[src/rtl/level_monitor.sv]
// level_monitor: per-level rules engine tracking scrolls, countdown timer and lives.
// Emits one-cycle level_passed / lose strobes to the game FSM.
module level_monitor #(
    parameter int CLK_HZ            = 100000000,
    parameter int SCROLLS_PER_LEVEL = 24,
    parameter int LEVEL_TIME        = 60,
    parameter int LIVES_INIT        = 3,
    parameter int HIT_GUARD         = 1
) (
    input  logic       clk,
    input  logic       rst,
    input  logic       level_start,
    input  logic       scroll_hit,
    input  logic       wall_hit,
    output logic       level_passed,
    output logic       lose,
    output logic [4:0] scrolls_left,
    output logic [7:0] time_left,
    output logic [1:0] lives,
    output logic       running
);

    localparam int PW = (CLK_HZ > 1) ? $clog2(CLK_HZ) : 1;
    localparam int GW = (HIT_GUARD > 0) ? $clog2(HIT_GUARD + 1) : 1;

    localparam logic [PW-1:0] PRE_MAX = PW'(CLK_HZ - 1);
    localparam logic [GW-1:0] GUARD_LD = GW'(HIT_GUARD);
    localparam logic [4:0] SCR_LD = 5'(SCROLLS_PER_LEVEL);
    localparam logic [7:0] TIME_LD = 8'(LEVEL_TIME);
    localparam logic [1:0] LIVES_LD = 2'(LIVES_INIT);

    typedef enum logic [1:0] {
        S_IDLE,
        S_RUN,
        S_PASSED,
        S_LOST
    } state_t;

    state_t r_state, w_state_nx;

    logic [PW-1:0] r_pre, w_pre_nx;
    logic [GW-1:0] r_guard, w_guard_nx;
    logic [4:0] r_scrolls, w_scrolls_nx;
    logic [7:0] r_time, w_time_nx;
    logic [1:0] r_lives, w_lives_nx;
    logic r_pass, w_pass_nx;
    logic r_lose, w_lose_nx;
    logic r_run, w_run_nx;
    logic w_tick;

    always_ff @(posedge clk) begin
        if (rst) begin
            r_state   <= S_IDLE;
            r_pre     <= '0;
            r_guard   <= '0;
            r_scrolls <= '0;
            r_time    <= '0;
            r_lives   <= LIVES_LD;
            r_pass    <= 1'b0;
            r_lose    <= 1'b0;
            r_run     <= 1'b0;
        end else begin
            r_state   <= w_state_nx;
            r_pre     <= w_pre_nx;
            r_guard   <= w_guard_nx;
            r_scrolls <= w_scrolls_nx;
            r_time    <= w_time_nx;
            r_lives   <= w_lives_nx;
            r_pass    <= w_pass_nx;
            r_lose    <= w_lose_nx;
            r_run     <= w_run_nx;
        end
    end

    always_comb begin
        w_state_nx   = r_state;
        w_pre_nx     = r_pre;
        w_guard_nx   = r_guard;
        w_scrolls_nx = r_scrolls;
        w_time_nx    = r_time;
        w_lives_nx   = r_lives;
        w_pass_nx    = 1'b0;
        w_lose_nx    = 1'b0;
        w_tick       = 1'b0;

        if (level_start) begin
            // Reload wins over any coincident event.
            w_state_nx   = S_RUN;
            w_pre_nx     = '0;
            w_guard_nx   = '0;
            w_scrolls_nx = SCR_LD;
            w_time_nx    = TIME_LD;
            if (r_lives == 2'd0) begin
                w_lives_nx = LIVES_LD;
            end
        end else if (r_state == S_RUN) begin
            w_tick   = (r_pre == PRE_MAX);
            w_pre_nx = w_tick ? '0 : r_pre + 1'b1;
            if (w_tick && r_time != 8'd0) begin
                w_time_nx = r_time - 8'd1;
            end
            if (w_tick && r_guard != '0) begin
                w_guard_nx = r_guard - 1'b1;
            end
            if (scroll_hit && r_scrolls != 5'd0) begin
                w_scrolls_nx = r_scrolls - 5'd1;
            end
            // Guard is judged on its value before this cycle's tick.
            if (wall_hit && r_guard == '0 && r_lives != 2'd0) begin
                w_lives_nx = r_lives - 2'd1;
                w_guard_nx = GUARD_LD;
            end
            if (w_scrolls_nx == 5'd0) begin
                w_state_nx = S_PASSED;
                w_pass_nx  = 1'b1;
            end else if (w_lives_nx == 2'd0 || w_time_nx == 8'd0) begin
                w_state_nx = S_LOST;
                w_lose_nx  = 1'b1;
            end
        end

        w_run_nx = (w_state_nx == S_RUN);
    end

    assign level_passed = r_pass;
    assign lose         = r_lose;
    assign scrolls_left = r_scrolls;
    assign time_left    = r_time;
    assign lives        = r_lives;
    assign running      = r_run;

endmodule

[config.mk]
export PLATFORM = sky130hd
export DESIGN_NAME = level_monitor
export DESIGN_NICKNAME = d
export VERILOG_FILES = /design/src/rtl/level_monitor.sv
export SDC_FILE = /design/constraint.sdc
export NUM_CORES = 1
export LEC_CHECK = 0
export ABC_AREA = 1
export BUFFER_PORTS_ARGS = -buffer_cell sky130_fd_sc_hd__buf_4
export CORE_MARGIN = 2
export CORE_UTILIZATION = 53
export CTS_BUF_LIST = sky130_fd_sc_hd__clkbuf_8 sky130_fd_sc_hd__clkbuf_16
export DETAILED_ROUTE_END_ITERATION = 10
export PLACE_DENSITY = 0.73
export REMOVE_ABC_BUFFERS = 1
export SYNTH_ARGS = -nofsm -noshare
export SYNTH_HDL_FRONTEND = slang
export SYNTH_SLANG_ARGS = --single-unit
export TNS_END_PERCENT = 100
[constraint.sdc]
create_clock -name clk -period 1.7 [get_ports clk]
set_input_delay 0.34 -clock clk [delete_from_list [all_inputs] [get_ports clk]]
set_output_delay 0.34 -clock clk [all_outputs]
set_load 0.02 [all_outputs]
==> flow_metrics.py <==
metrics = {
    "outcome": {
        "outcome": "finished, violations left",
        "violations": "negative setup slack",
    },
    "die": {
        "ios": 23,
        "initial_core_util_pct": 55.8,
        "dieHeight_um": 77.8,
        "die_w_um": 77.8,
        "core_um2": 5170,
        "dieArea_um2": 6050,
        "rows": 26,
    },
    "logic_synthesis": {
        "yosys-top-cells-count": "nand2_1 (96), inv_1 (62), nor2_1 (57)",
        "netlist_area_um2": 2890,
        "ys_async_sr_fraction_pct": 0,
        "synth_warnings": 0,
        "yosysTopAreaCellShare_pct": 33.3,
        "synth.most_common_cell": "nand2_1",
        "syn_avg_cell_area_um2": 6.68,
        "ys_types": 35,
        "yosys.area.top_type": "dfxtp_1",
        "synth-edff-count": 0,
        "synth_area_leaders": "dfxtp_1 (33%), nand2_1 (12%), inv_1 (8.1%), nor2_1 (7.4%), a21oi_1 (4.9%)",
        "ys_ff_latch": 48,
        "yosysSeqAreaShare_pct": 33.3,
        "synthFlopType": "dfxtp_1",
        "syn_inst": 432,
    },
    "pwr": {
        "power_leakage_uw": 0.00209,
        "combPwrFrac_pct": 25.5,
        "clkPwrFrac_pct": 28.7,
        "seq_power_share_pct": 45.7,
        "total_power_uw": 2610,
        "internal_power_uw": 1780,
        "p_sw_share_pct": 31.7,
        "powerDensity_nw_per_um2": 582,
        "vdd_drop_max_v": 0.000468,
        "p_sw_uw": 828,
    },
    "placed_design": {
        "place_ws_ns": -0.293,
        "gp_congestion": 0.968,
        "post-dp-hpwl_um": 5780,
        "port_buffers": 22,
    },
    "global_route": {
        "grt.total_usage_pct": 30.2,
        "grt_pass1_vias": 3373,
        "grt_pass1_wl_um": 14900,
        "antenna_found_initial": 0,
        "grt_max_degree": 16,
        "grt-ovfl-total": 0,
    },
    "finish": {
        "layout.nets": 579,
        "drive_gt1_share_pct": 46.1,
        "syn_to_final_growth_pct": 55.3,
        "nFillCells": 260,
        "diodes": 0,
    },
    "cts": {
        "clock_sinks": 48,
        "cts_inserted_buffers": 5,
        "clockRootBuffer": "clkbuf_8",
        "path_clk_slew_ns": 0.10,
        "cts_buffer_depth": 2,
        "cts-htree-levels": 2,
        "cts_tree": "built",
        "clock_latency_ns": 0.31,
        "holdBufCountCts": 0,
    },
    "job": {
        "maxCapViolCount": 0,
    },
    "route": {
        "drc": 0,
        "routed-via-count": 3654,
        "ant_nets": 0,
        "drt-wirelength-per-cell_um": 16.3,
        "drt_iter0_drc": 400,
        "routed_wl_um": 10400,
        "drtPass1Iterations": 5,
        "viasPerCell": 5.71,
    },
    "sta": {
        "maxSlewViolCount": 0,
        "tns_ns": -2.73,
        "max_slew_margin_pct": 66.0,
        "setup_viol_count_final": 23,
        "clock_skew_ns": 0.00849,
        "period_needed_ns": 2.00,
        "worst_slew_pin_slew_ns": 0.510,
        "fin_ws_ns": -0.300,
        "period_share_pct": 118,
        "rsz0062_at_grt": "true",
        "holdWs_ns": 0.225,
        "hold_violations": 0,
        "timing.fmax_mhz": 500,
    },
    "worst_setup_path": {
        "critPathCaptureType": "register",
        "reg2reg_from": "r_pre[13]",
        "start_kind": "register",
        "crit_arrival_ns": 2.24,
        "crit_start": "r_pre[13]",
        "critPathMaxFanout": 4,
        "required_ns": 1.94,
        "crit_type": "register to register",
    },
    "hold_path": {
        "hp-start": "rst",
        "min_path_type": "input port to register",
    },
}
## path summary, 6_finish.rpt
path | slack (ns) | end | cells past startpoint
setup / recovery | -0.30 | running | 17
hold / removal | 0.23 | level_passed | 2
setup reg to reg | -0.30 | running | 17
hold reg to reg | 0.49 | r_pre[25] | 2
## placed cells by master, fill, tap and decap left out, drive strengths merged
cell	instances
buf	135
nand2	104
inv	69
nor2	66
dfxtp	48
a21oi	28
nand3	23
nor3	19
o21ai	16
xor2	13
nand4	10
clkbuf	6
o211ai	5
o221ai	5
nor4	5
ha	5
o21a	3
clkinv	3
xnor2	1
or3b	1
nand3b	1
a211oi	1
o221a	1
nor3b	1
or2	1
## sequential cells by signal, summed over array words and instances, names as in the netlist
name	flops
running	1
r_pre	27
r_state	2
lives	2
lose	1
scrolls_left	5
time_left	8
r_guard	1
level_passed	1
## what timing repair did
| action | in CTS | in global routing |
|---|---|---|
| gates resized for setup | 51 | 75 |
| setup buffers | 17 | 7 |
| setup endpoints to repair | 23 | 33 |
| pin swaps | 32 | 35 |
## layout make-up
class | count | area [um^2] | area share, %
Inverter | 70 | 270 | 6.03
Tap cell | 70 | 87.6 | 1.95
Clock buffer | 6 | 82.6 | 1.84
Sequential cell | 48 | 983 | 21.9
Multi-Input combinational cell | 309 | 1980 | 44.1
Timing Repair Buffer | 135 | 1070 | 23.9
Clock inverter | 2 | 10.0 | 0.223
## critical path: stages (launching register included)
cell and delay (ns):
dfxtp_2 0.36, inv_1 0.07, nor2_1 0.16, nand2_1 0.10, nor2_1 0.12, nand2_1 0.11
nor2_4 0.15, buf_6 0.13, nand3_2 0.05, nand2_1 0.08, inv_1 0.06, nand2_2 0.07
nor2_2 0.04, nand2_2 0.09, nand3_2 0.07, nand2_2 0.08, nand2_1 0.06, a21oi_1 0.12
## cell families (layout without fill, tap and decap cells)
logic type	Yosys count	after routing	synth area share [%]
AO/OA/AOI/OAI	59	59	11.9
XOR/XNOR	14	14	4.25
adder cells (fa/ha/maj)	5	5	2.17
buffers and inverters	75	213	9.80
flip-flops	48	48	33.3
AND/OR/NAND/NOR	231	231	38.6
## layer usage
layer  routed length (um)  global-route usage, %  part of all wire (%)  up-vias
li1                     -                      -                     -     1669
met1                 4100                   37.2                    39     1710
met2                 5210                   52.7                    50      238
met3                  856                   4.88                   8.2       37
met4                  270                   11.1                   2.6        0
met5                    0                      0                     0        -
## power by group through the flow
| stage | registers, uW | logic [uW] | clock network (uW) |
|---|---|---|---|
| after floorplan | 1250 | 228 | 0 |
| after global placement | 1210 | 511 | 0 |
| after detailed placement | 1210 | 524 | 0 |
| after CTS | 1190 | 565 | 729 |
| after global routing | 1200 | 721 | 797 |
| final | 1190 | 667 | 750 |
## through the flow
stage          cell area, um^2  std cells  util, %
2_1_floorplan             2870        427        -
3_3_place_gp              3790        609     73.4
3_5_place_dp              3790        609     73.4
4_1_cts                   4180        634     80.9
5_1_grt                   4480        640     86.6
6_report                  4480        640     86.6
Power figures use the tool's default switching activity.
